$ cat src/rtl/axis_frame_gen_pkg.sv
// Shared definitions for the AXI-Stream frame generator and the matching frame checker.
package axis_frame_gen_pkg;

  localparam int unsigned STATE_WIDTH = 2;

  localparam logic [STATE_WIDTH-1:0] ST_IDLE = 2'd0;
  localparam logic [STATE_WIDTH-1:0] ST_SEND = 2'd1;
  localparam logic [STATE_WIDTH-1:0] ST_GAP  = 2'd2;

  localparam int unsigned MAX_KEEP_WIDTH = 128;

  typedef logic [MAX_KEEP_WIDTH-1:0] keep_vec_t;

  // Last-beat byte-lane mask: len_mod low lanes set, or every lane when len_mod is 0 or a full beat.
  function automatic keep_vec_t keep_mask(input int unsigned len_mod, input int unsigned keep_width);
    keep_vec_t   mask;
    int unsigned lanes;
    lanes = ((len_mod == 0) || (len_mod >= keep_width)) ? keep_width : len_mod;
    mask  = '0;
    for (int unsigned i = 0; i < MAX_KEEP_WIDTH; i++) begin
      mask[i] = (i < lanes);
    end
    return mask;
  endfunction

endpackage

$ cat src/rtl/axis_frame_gen.sv
// AXI-Stream test frame source: programmable length, count and gap with a
// seed-plus-offset byte pattern, fixed tid/tdest and optional bad-frame tuser.
module axis_frame_gen
  import axis_frame_gen_pkg::*;
#(
  parameter int unsigned DATA_WIDTH  = 32,
  parameter bit          KEEP_ENABLE = (DATA_WIDTH > 8),
  parameter int unsigned KEEP_WIDTH  = DATA_WIDTH / 8,
  parameter int unsigned ID_WIDTH    = 8,
  parameter int unsigned DEST_WIDTH  = 8,
  parameter int unsigned USER_WIDTH  = 1,
  parameter int unsigned LEN_WIDTH   = 16,
  parameter int unsigned CNT_WIDTH   = 16,
  parameter int unsigned GAP_WIDTH   = 8
) (
  input  logic                  clk,
  input  logic                  rst,
  input  logic                  start,
  input  logic                  stop,
  input  logic [LEN_WIDTH-1:0]  cfg_len,
  input  logic [CNT_WIDTH-1:0]  cfg_count,
  input  logic [GAP_WIDTH-1:0]  cfg_gap,
  input  logic [7:0]            cfg_seed,
  input  logic [ID_WIDTH-1:0]   cfg_id,
  input  logic [DEST_WIDTH-1:0] cfg_dest,
  input  logic                  cfg_bad,
  output logic [DATA_WIDTH-1:0] m_axis_tdata,
  output logic [KEEP_WIDTH-1:0] m_axis_tkeep,
  output logic                  m_axis_tvalid,
  input  logic                  m_axis_tready,
  output logic                  m_axis_tlast,
  output logic [ID_WIDTH-1:0]   m_axis_tid,
  output logic [DEST_WIDTH-1:0] m_axis_tdest,
  output logic [USER_WIDTH-1:0] m_axis_tuser,
  output logic                  busy,
  output logic                  frame_done,
  output logic [CNT_WIDTH-1:0]  frames_sent
);

  localparam logic [LEN_WIDTH-1:0] KW_LEN  = LEN_WIDTH'(KEEP_WIDTH);
  localparam logic [7:0]           KW_BYTE = 8'(KEEP_WIDTH);

  logic [STATE_WIDTH-1:0] state_q;
  logic [STATE_WIDTH-1:0] state_d;

  logic [LEN_WIDTH-1:0]  len_q;
  logic [CNT_WIDTH-1:0]  count_q;
  logic [GAP_WIDTH-1:0]  gap_q;
  logic                  bad_q;
  logic                  stop_q;
  logic [7:0]            frame_base_q;
  logic [7:0]            cur_byte_q;
  logic [LEN_WIDTH-1:0]  cur_left_q;
  logic [GAP_WIDTH-1:0]  gap_cnt_q;

  logic                  hs;
  logic                  last_hs;
  logic                  run_end;
  logic [CNT_WIDTH-1:0]  sent_inc;
  logic [LEN_WIDTH-1:0]  start_len;

  logic                  load;
  logic [7:0]            ld_byte;
  logic [LEN_WIDTH-1:0]  ld_left;
  logic                  ld_bad;

  logic [DATA_WIDTH-1:0] fmt_data;
  logic [KEEP_WIDTH-1:0] fmt_keep;
  logic                  fmt_last;

  assign hs        = m_axis_tvalid && m_axis_tready;
  assign last_hs   = hs && m_axis_tlast;
  assign sent_inc  = frames_sent + CNT_WIDTH'(1);
  assign run_end   = stop_q || stop || ((count_q != '0) && (sent_inc == count_q));
  assign start_len = (cfg_len == '0) ? LEN_WIDTH'(1) : cfg_len;

  // State register
  always_ff @(posedge clk or posedge rst) begin
    if (rst) begin
      state_q <= ST_IDLE;
    end else begin
      state_q <= state_d;
    end
  end

  // Next state and selection of the beat to load into the output register
  always_comb begin
    state_d = state_q;
    load    = 1'b0;
    ld_byte = cur_byte_q;
    ld_left = cur_left_q;
    ld_bad  = bad_q;
    case (state_q)
      ST_IDLE: begin
        if (start) begin
          state_d = ST_SEND;
          load    = 1'b1;
          ld_byte = cfg_seed;
          ld_left = start_len;
          ld_bad  = cfg_bad;
        end
      end
      ST_SEND: begin
        if (hs && !m_axis_tlast) begin
          load    = 1'b1;
          ld_byte = cur_byte_q + KW_BYTE;
          ld_left = cur_left_q - KW_LEN;
        end else if (last_hs) begin
          if (run_end) begin
            state_d = ST_IDLE;
          end else if (gap_q == '0) begin
            load    = 1'b1;
            ld_byte = frame_base_q + 8'd1;
            ld_left = len_q;
          end else begin
            state_d = ST_GAP;
          end
        end
      end
      ST_GAP: begin
        if (stop) begin
          state_d = ST_IDLE;
        end else if (gap_cnt_q == GAP_WIDTH'(1)) begin
          state_d = ST_SEND;
          load    = 1'b1;
          ld_byte = frame_base_q;
          ld_left = len_q;
        end
      end
      default: state_d = ST_IDLE;
    endcase
  end

  // Beat formatter: lane k carries ld_byte + k while bytes remain, zero otherwise
  always_comb begin
    fmt_data = '0;
    fmt_last = (ld_left <= KW_LEN);
    for (int unsigned k = 0; k < KEEP_WIDTH; k++) begin
      if (k < 32'(ld_left)) begin
        fmt_data[8*k +: 8] = ld_byte + 8'(k);
      end
    end
    fmt_keep = '1;
    if (KEEP_ENABLE && fmt_last) begin
      fmt_keep = KEEP_WIDTH'(keep_mask(32'(ld_left), KEEP_WIDTH));
    end
  end

  // Output register, run configuration and frame bookkeeping
  always_ff @(posedge clk or posedge rst) begin
    if (rst) begin
      m_axis_tdata  <= '0;
      m_axis_tkeep  <= '0;
      m_axis_tvalid <= 1'b0;
      m_axis_tlast  <= 1'b0;
      m_axis_tid    <= '0;
      m_axis_tdest  <= '0;
      m_axis_tuser  <= '0;
      busy          <= 1'b0;
      frame_done    <= 1'b0;
      frames_sent   <= '0;
      len_q         <= '0;
      count_q       <= '0;
      gap_q         <= '0;
      bad_q         <= 1'b0;
      stop_q        <= 1'b0;
      frame_base_q  <= '0;
      cur_byte_q    <= '0;
      cur_left_q    <= '0;
      gap_cnt_q     <= '0;
    end else begin
      frame_done <= 1'b0;
      busy       <= (state_d != ST_IDLE);

      if (load) begin
        m_axis_tvalid <= 1'b1;
        m_axis_tdata  <= fmt_data;
        m_axis_tkeep  <= fmt_keep;
        m_axis_tlast  <= fmt_last;
        m_axis_tuser  <= {USER_WIDTH{fmt_last && ld_bad}};
        cur_byte_q    <= ld_byte;
        cur_left_q    <= ld_left;
      end else if (hs) begin
        m_axis_tvalid <= 1'b0;
      end

      if ((state_q == ST_IDLE) && start) begin
        len_q        <= start_len;
        count_q      <= cfg_count;
        gap_q        <= cfg_gap;
        bad_q        <= cfg_bad;
        frame_base_q <= cfg_seed;
        m_axis_tid   <= cfg_id;
        m_axis_tdest <= cfg_dest;
        frames_sent  <= '0;
        stop_q       <= stop;
      end

      // stop is held until the frame in flight has fully left
      if (state_q == ST_SEND) begin
        if (stop) begin
          stop_q <= 1'b1;
        end
        if (last_hs) begin
          frame_done   <= 1'b1;
          frames_sent  <= sent_inc;
          stop_q       <= 1'b0;
          frame_base_q <= frame_base_q + 8'd1;
          gap_cnt_q    <= gap_q;
        end
      end

      if (state_q == ST_GAP) begin
        gap_cnt_q <= gap_cnt_q - GAP_WIDTH'(1);
      end
    end
  end

endmodule
$ cat config.mk
export PLATFORM = sky130hd
export DESIGN_NAME = axis_frame_gen
export DESIGN_NICKNAME = d
export VERILOG_FILES = /design/src/rtl/axis_frame_gen_pkg.sv /design/src/rtl/axis_frame_gen.sv
export SDC_FILE = /design/constraint.sdc
export NUM_CORES = 1
export LEC_CHECK = 0
export CORE_ASPECT_RATIO = 0.9
export CORE_MARGIN = 8
export CORE_UTILIZATION = 36
export CTS_CLUSTER_DIAMETER = 40
export DETAILED_ROUTE_END_ITERATION = 6
export PLACE_DENSITY_LB_ADDON = 0.2
export SLEW_MARGIN = 20
export SYNTH_ARGS = -nofsm -noshare
export SYNTH_HDL_FRONTEND = slang
export SYNTH_SLANG_ARGS = --single-unit
$ cat constraint.sdc
create_clock -name clk -period 6 [get_ports clk]
set_clock_uncertainty 0.05 [all_clocks]
set_input_delay 1.2 -clock clk [delete_from_list [all_inputs] [get_ports clk]]
set_output_delay 1.2 -clock clk [all_outputs]
set_load 0.01 [all_outputs]
# == Yosys cells after proc, flatten, opt, wreduce, memory -nomap -nowiden ==
# Index checks and enable logic that the tools add are counted.
# totals
regBits,157
inputBits,70
word_cells,120
# op_classes
n_lt_le_gt_ge,10
eq_ne,4
addsub,8
muxes,58
reduce_logical,20
# ops
op,n
$mux 16,12
$mux 8,17
$lt 1x16->1 const A,4
$lt 2x16->1 const A,4
$pmux 16 s3,1
$logic_not 16->1,2
$pmux 8 s3,1
$mux 1,17
$add 16x1->16 const B,1
$add 8x1->8 const B,2
$add 8x2->8 const B,2
$eq 16x16->1,1
$ge 16x3->1 const B,1
$le 16x3->1 const B,1
$reduce_bool 16->1,1
$sub 16x3->16 const B,1
$mux 2,7
$add 8x3->8 const B,1
$eq 8x1->1 const B,1
$logic_not 8->1,1
$reduce_bool 2->1,4
$sub 8x1->8 const B,1
$logic_and 1x1->1,6
$pmux 2 s3,1
other kinds (8),10

# == Longest topological paths before layout ==
# Gate-level depths: netlist (run 1).
# logic_depth
depth_word,13
depth_mapped,18
mapped_depth_nobuf,15

# == Least setup slack after synthesis (run 1) ==
# No wires, ideal clock.
# synth_timing
kind,input-to-reg
start,input port start
end,register m_axis_tdata[19]
t_required_ns,5.811
setup_slack_ns,1.602
n_path_buf,3
arrival_time_ns,4.209
path_stages,12
setup_ns,0.139
cell_sequence,clkbuf_1 > and2_1 > clkbuf_1 > a221oi_1 > nand3_1 > a2111oi_0 > mux2i_1 > a2111o_1 > or4_4 > buf_6 > a21oi_4 > o31ai_2
# synth_between
elab_chain_cells,4
elab_cells_between_ends,9
# synth_rtl
item,line,rtl
"start, declared",axis_frame_gen.sv:18,"input logic start,"
$mux 16 / $mux 8 (equally long branches),axis_frame_gen.sv:95,if (start) begin
$pmux 16 s3 / $pmux 8 s3 (equally long branches),axis_frame_gen.sv:93,case (state_q)
$lt 2x16->1 / $add 8x2->8 (equally long branches),"axis_frame_gen.sv:139, axis_frame_gen.sv:140",
$mux 8,axis_frame_gen.sv:139,if (k < 32'(ld_left)) begin
"end signal, assigned",axis_frame_gen.sv:177,m_axis_tdata <= fmt_data;
"end, declared",axis_frame_gen.sv:27,"output logic [DATA_WIDTH-1:0] m_axis_tdata,"
# Several ways; a longest one is shown, not always the timed one.
# A chain may end at the register's enable or synchronous reset.

# == Worst setup path after layout (run 1) ==
# layout_timing
start,input port m_axis_tready
end,register m_axis_tdata[6]
# layout_between
elab_chain_cells,7
elab_cells_between_ends,14
# layout_rtl
item,line,rtl
"start, declared",axis_frame_gen.sv:30,"input logic m_axis_tready,"
$logic_and 1x1->1 *,axis_frame_gen.sv:71,assign hs = m_axis_tvalid && m_axis_tready;
$logic_and 1x1->1,axis_frame_gen.sv:72,assign last_hs = hs && m_axis_tlast;
$mux 16,axis_frame_gen.sv:108,end else if (last_hs) begin
$mux 16,axis_frame_gen.sv:104,if (hs && !m_axis_tlast) begin
$pmux 16 s3,axis_frame_gen.sv:93,
$lt 1x16->1,axis_frame_gen.sv:139,
$mux 8,axis_frame_gen.sv:139,
# Mark *: on every way between the ends. The rest lies on a longest branch, timed or not.

==> flow_metrics.tcl, run 1 <==
set metrics [dict create \
    tns_ns 0 \
    grt_usage_pct 19.7 \
    starting_density_of_the_core_pct 36.6 \
    final_hold_violations 0 \
    synth_edf_count 0 \
    final.period_utilization_pct 85.4 \
    status "finished with violations" \
    io_buffers 142 \
    area_growth_syn_to_layout_pct 24.1 \
    worstHoldPathType "register to register" \
    arrival_ns 5.36 \
    cts.sink_count 157 \
    clkTransAtPathRegs_ns 0.07 \
    yosys_register_bits 157 \
    antenna_violations_before_repair 0 \
    postRouteAntennaNets 0 \
    final-setup-viol-count 0 \
    p_per_area_nw_per_um2 471 \
    floorplan.core_area_sq_um 27000 \
    vias_per_cell 5.64 \
    worst_pin_slew_ns 0.998 \
    ys_types 88 \
    critical_path.startpoint_type "input port" \
    ys.warnings.count 0 \
    drt-pass1-iter-count 7 \
    crit_fanout 11 \
    first_iter_violations 941 \
    clk_latency_ns 0.43 \
    hold_fix_buffers_at_cts 0 \
    tritoncts_clock_tree "built" \
    max_slew_margin_pct 33.5 \
    globalplace.congestion 0.936 \
    cts.root.buffer_cell "clkbuf_16" \
    worst-setup-path-type "input port to register" \
    antenna-diode-count 0 \
    postSynth.topFlopCell "dfrtp_1" \
    violated_checks "DRC" \
    post-route-util_pct 45.4 \
    wl_per_cell_microns 19.4 \
    gr-total-overflow 0 \
    cts_setup_buffers 0 \
    fin_cells 1688 \
    finish.net_count 1405 \
    drt_drc_violations_left 2 \
    fmaxAchievable_mhz 195 \
    num_io_pins 143 \
    fp-row-count 57 \
    grt_pass1_vias 9189 \
    synthesis.nets 1290 \
    finalMaxSlewViolations 0 \
    max-vdd-ir-drop_mv 0.214 \
    syn-instance-count 1206 \
    rsz0062_at_grt "no" \
    min_period_ns 5.12 \
    swShare_pct 44.5 \
    post_cts_resize_count 0 \
    synth-async-reset-ratio_pct 100 \
    internal-power_mw 3.20 \
    worstPathRequired_ns 6.24 \
    p_sw_mw 2.57 \
    seq_power_share_pct 32.6 \
    clockPowerShare_pct 18.4 \
    place.detailed.instances 1656 \
    routed-via-count 9516 \
    ctsHtreeMaxLevel 4 \
    mappedNetlistArea_sq_um 9860 \
    layout.filler_cells 2670 \
    die_x_microns 190 \
    placement.cell_area_sq_um 11700 \
    drv_cap 0 \
    tritoncts.num_buffers 17 \
    routed_wirelength_mm 32.8 \
    die_h_microns 173 \
    portion_of_the_post_synthesis_area_used_by_sequential_elements_pct 39.8 \
    avgSynthCellArea_sq_um 8.18 \
    largest_net_degree_at_the_start_of_global_routing 95 \
    detailed_place_hpwl_mm 23.5 \
    comb_power_share_pct 49.0 \
    global_route_wire_length_before_repair_mm 52.6 \
    post_route_cells_drive_above_1_share_pct 8.77 \
    ctsLongestPathBuffers 2 \
    fp.dieArea_sq_um 33000 \
    cellLeakagePower_nw 5.24 \
    design_area_sq_um 12200 \
    crit_path_end_kind "register" \
]
==> sequential cells by signal, summed over array words and instances (netlist names), 8 cells and up <==
signal        count
m_axis_tdest      8
len_q            16
frames_sent      16
gap_cnt_q         8
gap_q             8
m_axis_tid        8
cur_left_q       16
cur_byte_q        8
count_q          16
m_axis_tdata     32
frame_base_q      8
==> critical path, cell delays in order <==
cell and delay (ns):
clkdlybuf4s50_1 0.60, nand3_1 0.20, or4_1 0.82, nor2_1 0.28, o21ai_0 0.15, nor3b_1 0.19
mux2_2 0.30, o31ai_1 0.25, o2111ai_1 0.24, or4_4 0.61, nor3_4 0.40, o31ai_1 0.11
==> cell type report <==
cell class | instances | area (sq um) | area share [%]
tap | 354 | 443 | 3.62
clock inverter | 15 | 134 | 1.09
timing repair buffer | 180 | 1720 | 14.0
inverter | 30 | 118 | 0.961
clock buffer | 17 | 425 | 3.47
multi-input combinational | 935 | 5480 | 44.7
sequential | 157 | 3930 | 32.1
==> cell families after synthesis <==
family          Yosys count  share of synthesized area, %
simple gates            538                          25.7
compound gates          321                          22.2
flops                   157                          39.8
buf+inv                 114                          4.74
xor+xnor                 50                          4.44
fa+ha+maj                14                          1.78
mux                      12                          1.29
==> path summary, 6_finish.rpt <==
| path | from | end | slack, ns | cells after the start |
|---|---|---|---|---|
| max in group asynchronous | rst | frame_base_q[0]$_DFF_PP0_ | 3.57 | 3 |
| worst max-delay path | m_axis_tready | m_axis_tdata[6]$_DFFE_PP0P_ | 0.88 | 12 |
| min in group asynchronous | rst | frames_sent[2]$_DFF_PP0_ | 1.30 | 2 |
| worst max register to register | state_q[0]$_DFF_PP0_ | m_axis_tdata[6]$_DFFE_PP0P_ | 1.00 | 12 |
| worst min register to register | m_axis_tuser$_DFFE_PP0P_ | m_axis_tuser$_DFFE_PP0P_ | 0.42 | 2 |
| worst min-delay path | m_axis_tuser$_DFFE_PP0P_ | m_axis_tuser$_DFFE_PP0P_ | 0.42 | 2 |
==> layer usage <==
metal	up-vias	GRT usage [%]	share of wire [%]
li1	4538	-	-
met1	4602	28.2	47
met2	334	30.1	45
met3	42	3.66	6.4
met4	0	5.26	1.5
met5	-	0	0
==> power groups by stage <==
stage | Combinational (mW) | Sequential [mW] | Clock (mW)
after floorplan | 1.85 | 1.79 | 0
after global placement | 2.78 | 1.89 | 0
after detailed placement | 2.81 | 1.89 | 0
after CTS | 2.82 | 1.88 | 1.09
after global routing | 3.11 | 1.94 | 1.13
final | 2.83 | 1.88 | 1.06
==> stage by stage <==
stage | total power, mW | setup slack, ns | hold slack, ns
3_3_place_gp | 4.67 | 0.531 | 0.401
3_5_place_dp | 4.70 | 0.446 | 0.408
4_1_cts | 5.79 | 0.892 | 0.424
6_report | 5.77 | 0.875 | 0.420
2_1_floorplan | 3.64 | 0.515 | 0.391
5_1_grt | 6.18 | 0.724 | 0.440
==> cell usage after synthesis, types with 19 or more instances <==
| library cell | instances | area share, % |
|---|---|---|
| dfrtp_1 | 157 | 40 |
| nand2_1 | 292 | 11 |
| inv_1 | 30 | 1.1 |
| nor2_1 | 79 | 3.0 |
| a31oi_1 | 19 | 1.2 |
| nand3_1 | 32 | 1.6 |
| a21oi_1 | 62 | 3.1 |
| o31ai_1 | 19 | 1.4 |
| o21ai_0 | 87 | 4.4 |
| xnor2_1 | 32 | 2.8 |
| clkbuf_1 | 58 | 2.2 |
==> placed cells by master (no fill, tap or decap), drive strengths merged, types with 25 or more instances in the layout <==
cell type,Yosys,routed
nand2,292,292
clkdlybuf4s50,0,142
xnor2,32,32
nand3,33,33
o21ai,97,97
a21oi,64,64
dfrtp,157,157
nor2,81,81
inv,30,36
buf,25,38
o31ai,25,25
Power figures use the tool's default switching activity.
==> run 2: changes to the inputs <==
--- a/config.mk
+++ b/config.mk
@@ -9,7 +9,9 @@
 export CORE_MARGIN = 8
 export CORE_UTILIZATION = 36
 export CTS_CLUSTER_DIAMETER = 40
+export CTS_CLUSTER_SIZE = 24
 export DETAILED_ROUTE_END_ITERATION = 6
+export GPL_TIMING_DRIVEN = 0
 export PLACE_DENSITY_LB_ADDON = 0.2
 export SLEW_MARGIN = 20
 export SYNTH_ARGS = -nofsm -noshare
==> run 2 against run 1 <==
  * Core utilization is 0.47 points higher
  * Fmax is 8.9% lower
  * Critical endpoint is now m_axis_tdata[29]$_DFFE_PP0P_
  * Cell count is 2.8% higher
  * Worst hold slack better by 0.0029 ns
  * Setup slack worse by 0.50 ns
  * Register-to-register slack worse by 0.24 ns
  * Wire length is 11% higher
  * Total power is 2.3% higher
  * The flow now finishes without violations
  * Highest routed layer unchanged
  * Clock power is 6% higher
  * Clock-buffer cell count stayed put
  * Sequential power is 4% lower
  * Largest power group unchanged
  * Via count is 3.9% higher
==> flow_metrics.tcl, run 2 (synthesized netlist as in run 1, its figures left out) <==
set metrics [dict create \
    status "finished clean" \
    routed_wirelength_mm 36.5 \
    io_buffers 142 \
    global_route_wire_length_before_repair_mm 56.9 \
    fin_total_pwr_mw 5.90 \
    crit_fanout 10 \
    critical-path-top-cell-by-count "clkbuf_1" \
    starting_density_of_the_core_pct 36.6 \
    arrival_ns 5.90 \
    final.period_utilization_pct 93.8 \
    worst_pin_slew_ns 1.07 \
    max-vdd-ir-drop_mv 0.183 \
    cellLeakagePower_nw 5.25 \
    detailed_place_hpwl_mm 26.9 \
    final-setup-viol-count 0 \
    worstHoldPathType "register to register" \
    layout.filler_cells 2747 \
    min_period_ns 5.63 \
    worst-setup-path-type "input port to register" \
    largest_register_ff_count 32 \
    cts.sink_count 157 \
    p_per_area_nw_per_um2 477 \
    first_iter_violations 969 \
    cts.root.buffer_cell "clkbuf_16" \
    drt_drc_violations_left 0 \
    ctsLongestPathBuffers 2 \
    finalMaxSlewViolations 0 \
    largest_net_degree_at_the_start_of_global_routing 80 \
    finish.net_count 1453 \
    crit_family "buffers and inverters" \
    ctsHtreeMaxLevel 4 \
    clk_latency_ns 0.45 \
    layout.cells.most_common_list "292 x nand2_1, 157 x dfrtp_1, 142 x clkdlybuf4s50_1" \
    die_h_microns 173 \
    globalplace.congestion 0.944 \
    floorplan.core_area_sq_um 27000 \
    cp_cell_sequence "clkdlybuf4s50_1 -> and3b_1 -> clkbuf_1 -> clkbuf_1 -> clkbuf_1 -> o211ai_1 -> a21oi_1 -> a21oi_1 -> o31ai_4 -> inv_1 -> ha_1 -> a21o_1 -> nand2_1 -> xnor2_1 -> a31o_2" \
    grt_usage_pct 21.9 \
    num_io_pins 143 \
    postRouteAntennaNets 0 \
    rsz0062_at_grt "no" \
    crit_slowest_cell "clkbuf_1" \
    tritoncts_clock_tree "built" \
    max_slew_margin_pct 28.8 \
    drt-pass1-iter-count 6 \
    die_x_microns 190 \
    worstPathRequired_ns 6.28 \
    stage_delay_of_the_slowest_cell_on_the_critical_path_ns 0.57 \
    layout.cells.most_common "nand2_1" \
    wl_per_cell_microns 21.0 \
    largest-register "m_axis_tdata" \
    multi_input_comb_area_sq_um 5490 \
    fp.dieArea_sq_um 33000 \
    final-seq-area_sq_um 3930 \
    vias_per_cell 5.70 \
    cp.buffers_inverters 5 \
    post-route-util_pct 45.9 \
    post_cts_resize_count 0 \
    gr-total-overflow 0 \
    cts_setup_buffers 0 \
    final_hold_violations 0 \
    critical_path.startpoint_type "input port" \
    clkTransAtPathRegs_ns 0.07 \
    antenna_violations_before_repair 0 \
    antenna-diode-count 0 \
    routed-via-count 9887 \
    area_growth_syn_to_layout_pct 25.4 \
    post_route_cells_drive_above_1_share_pct 6.66 \
    grt_pass1_vias 9688 \
    hold_fix_buffers_at_cts 0 \
    drv_cap 0 \
    fp-row-count 57 \
    fmaxAchievable_mhz 178 \
    tritoncts.num_buffers 17 \
    crit_path_end_kind "register" \
]
-- run 2: worst min-delay path: stages (launching register included) --
cell and delay, ns:
dfrtp_1 0.32, nand2_1 0.04, nand2_1 0.07
-- run 2: cell type report --
cell class	instances	share of cell area, %
clock buffer	17	3.44
timing repair buffer	144	11.8
tap	354	3.58
clock inverter	14	1.20
sequential	157	31.8
inverter	30	0.971
buffer	84	2.87
multi-input combinational	935	44.4
-- run 2: per-stage QoR --
stage | hold WS (ns) | setup slack [ns] | TNS, ns | std cells | area [sq um]
after floorplan | 0.391 | 0.515 | 0 | 1206 | 9860
after global placement | 0.402 | -2.04 | -322.29 | 1702 | 11700
after detailed placement | 0.411 | -0.175 | -0.387 | 1704 | 11800
after CTS | 0.429 | 0.257 | 0 | 1735 | 12400
after global routing | 0.433 | 0.171 | 0 | 1735 | 12400
final | 0.423 | 0.374 | 0 | 1735 | 12400
-- run 2: path summary, 6_finish.rpt --
| path | from | endpoint | slack, ns | cells after the start |
|---|---|---|---|---|
| worst min register to register | bad_q$_DFFE_PP0P_ | bad_q$_DFFE_PP0P_ | 0.42 | 2 |
| worst min-delay path | bad_q$_DFFE_PP0P_ | bad_q$_DFFE_PP0P_ | 0.42 | 2 |
| max in group asynchronous | rst | bad_q$_DFFE_PP0P_ | 3.91 | 3 |
| worst max register to register | frames_sent[0]$_DFF_PP0_ | m_axis_tdata[30]$_DFFE_PP0P_ | 0.76 | 17 |
| min in group asynchronous | rst | frame_done$_DFF_PP0_ | 1.16 | 2 |
| worst max-delay path | m_axis_tready | m_axis_tdata[29]$_DFFE_PP0P_ | 0.37 | 15 |
-- run 2: where the power goes --
| part | total [mW] | internal, mW | switching, mW |
|---|---|---|---|
| registers | 1.81 | 1.45 | 0.354 |
| logic | 2.98 | 1.16 | 1.82 |
| clock network | 1.12 | 0.587 | 0.530 |
| total | 5.90 | 3.20 | 2.70 |
-- run 2: metal layers --
| metal | share of wire (%) | GRT usage (%) |
|---|---|---|
| met5 | 0 | 0 |
| met2 | 44 | 33.3 |
| met1 | 46 | 30.7 |
| met3 | 7.5 | 4.87 |
| met4 | 2.3 | 6.43 |
==> run 3: changes to the inputs <==
--- a/config.mk
+++ b/config.mk
@@ -5,14 +5,16 @@
 export SDC_FILE = /design/constraint.sdc
 export NUM_CORES = 1
 export LEC_CHECK = 0
+export CAP_MARGIN = 20
 export CORE_ASPECT_RATIO = 0.9
 export CORE_MARGIN = 8
 export CORE_UTILIZATION = 36
 export CTS_CLUSTER_DIAMETER = 40
 export CTS_CLUSTER_SIZE = 24
 export DETAILED_ROUTE_END_ITERATION = 6
+export DONT_BUFFER_PORTS = 1
 export GPL_TIMING_DRIVEN = 0
-export PLACE_DENSITY_LB_ADDON = 0.2
+export PLACE_DENSITY_LB_ADDON = 0.12
 export SLEW_MARGIN = 20
 export SYNTH_ARGS = -nofsm -noshare
 export SYNTH_HDL_FRONTEND = slang
==> run 3 against run 2 <==
  * Final area down 11%
  * Fmax up 6.7%
  * Critical path type is now register to register
  * Largest cell class unchanged
  * Combinational power down 14%
  * Highest routed layer unchanged
==> flow_metrics.tcl, run 3 (synthesized netlist as in run 1, its figures left out) <==
set metrics [dict create \
    status "finished clean" \
    detailed_place_hpwl_mm 26.9 \
    routed_wirelength_mm 36.8 \
    r2r_cells 17 \
    worst_slack_ns 0.725 \
    finalMaxSlewViolations 0 \
    cts_setup_buffers 0 \
    drv_cap 0 \
    critical_path.reg2reg.startpoint "frames_sent[0]$_DFF_PP0_" \
    grt_pass1_vias 9038 \
    cellLeakagePower_nw 4.72 \
    dpl_worst_slack_ns 0.554 \
    worst_pin_slew_ns 0.968 \
    fmaxAchievable_mhz 190 \
    critical_path.startpoint_type "register" \
    clk_latency_ns 0.44 \
    max-vdd-ir-drop_mv 0.174 \
    starting_density_of_the_core_pct 36.6 \
    hold_path.startpoint "bad_q$_DFFE_PP0P_" \
    met3RoutedLength_mm 2.68 \
    regToRegEndpoint "m_axis_tdata[30]$_DFFE_PP0P_" \
    place.detailed.instances 1562 \
    grt_usage_pct 22.2 \
    post_route_cells_drive_above_1_share_pct 7.42 \
    layout.cells.most_common "nand2_1" \
    largest_net_degree_at_the_start_of_global_routing 85 \
    routed-via-count 9309 \
    post-route-util_pct 40.7 \
    layout.cells.most_common_list "292 x nand2_1, 157 x dfrtp_1, 87 x o21ai_0" \
    postRouteAntennaNets 0 \
    met1_length_mm 17.1 \
    num_io_pins 143 \
    worstHoldPathType "register to register" \
    crit_fanout 10 \
    die_x_microns 190 \
    drt_drc_violations_left 0 \
    global_route_wire_length_before_repair_mm 57.0 \
    layout.filler_cells 2795 \
    ctsHtreeMaxLevel 4 \
    design_area_sq_um 11000 \
    route.top_layer_used "met4" \
    first_iter_violations 929 \
    arrival_ns 5.55 \
    antenna-diode-count 0 \
    finish.net_count 1311 \
    rsz0062_at_grt "no" \
    worstPathRequired_ns 6.28 \
    crit_path_end_kind "register" \
    final-setup-viol-count 0 \
    min_period_ns 5.27 \
    die_h_microns 173 \
    gr-total-overflow 0 \
    fp-row-count 57 \
    floorplan.core_area_sq_um 27000 \
    hold_fix_buffers_at_cts 0 \
    wl_met2_mm 16.3 \
    ctsLongestPathBuffers 2 \
    io_buffers 0 \
    antenna_violations_before_repair 0 \
    globalplace.congestion 0.932 \
    fin_cells 1594 \
    cts.root.buffer_cell "clkbuf_16" \
    area_growth_syn_to_layout_pct 11.2 \
    tritoncts_clock_tree "built" \
    vias_per_cell 5.84 \
    max_slew_margin_pct 35.5 \
    drt-pass1-iter-count 5 \
    placement.cell_area_sq_um 10400 \
    largest_register_ff_count 32 \
    worst-setup-path-type "register to register" \
    wl_per_cell_microns 23.1 \
    post_cts_resize_count 0 \
    cts.sink_count 157 \
    register_to_register_setup_slack_ns 0.73 \
    min_to "bad_q$_DFFE_PP0P_" \
    p_per_area_nw_per_um2 515 \
    tns_ns 0 \
    tritoncts.num_buffers 17 \
    fp.dieArea_sq_um 33000 \
    clkTransAtPathRegs_ns 0.08 \
    hold_path_depth 2 \
    largest-register "m_axis_tdata" \
    final.period_utilization_pct 87.9 \
    final_hold_violations 0 \
]
## run 3: cell type report
class	count	area (sq um)	share of cell area (%)
inverter	30	120	1.10
clock inverter	14	170	1.55
clock buffer	18	429	3.91
tap	354	443	4.04
buffer	84	355	3.24
timing repair buffer	2	38.8	0.354
multi-input combinational	935	5480	50.0
sequential	157	3930	35.8
## run 3: worst max-delay path by stage
stage                                        start                      endpoint  slack (ns)  cells past startpoint
after CTS                 frames_sent[0]$_DFF_PP0_  m_axis_tdata[30]$_DFFE_PP0P_        0.80                     17
after global placement                         rst          len_q[0]$_DFFE_PP0P_       -1.64                      1
after detailed placement             m_axis_tready  m_axis_tdata[29]$_DFFE_PP0P_        0.55                     14
after global routing      frames_sent[0]$_DFF_PP0_  m_axis_tdata[30]$_DFFE_PP0P_        0.46                     17
final                     frames_sent[0]$_DFF_PP0_  m_axis_tdata[30]$_DFFE_PP0P_        0.73                     17
after floorplan                                rst             bad_q$_DFFE_PP0P_        0.52                      1
## run 3: per-layer routing
layer / GRT usage (%) / vias up
li1: - / 4353
met1: 31.7 / 4574
met2: 33.4 / 327
met3: 4.08 / 55
met4: 6.49 / 0
met5: 0 / -
## run 3: power by group
part | internal (mW) | leakage (nW) | total [mW] | switching [mW]
combinational | 0.890 | 2.44 | 2.56 | 1.67
clock | 0.632 | 0.294 | 1.17 | 0.541
sequential | 1.45 | 1.99 | 1.91 | 0.458
total | 2.98 | 4.72 | 5.64 | 2.67
## run 3: worst max-delay path, stage by stage (launching register included)
cell and delay, ns:
dfrtp_1 0.59, ha_1 0.37, nand3_2 0.25, nor4_2 0.47, xnor2_1 0.18, nor4_4 0.43
nand4_2 0.28, buf_6 0.24, nand2_1 0.10, clkbuf_1 0.55, nand3_1 0.16, o311ai_1 0.31
inv_1 0.17, ha_1 0.28, nor2_1 0.11, nand3_1 0.11, xnor2_1 0.22, a31o_2 0.27
## run 3: metrics by stage
| stage | hold slack (ns) | total power [mW] |
|---|---|---|
| 3_5_place_dp | 0.422 | 4.45 |
| 2_1_floorplan | 0.391 | 3.64 |
| 5_1_grt | 0.471 | 6.06 |
| 4_1_cts | 0.440 | 5.65 |
| 6_report | 0.433 | 5.64 |
| 3_3_place_gp | 0.412 | 4.42 |
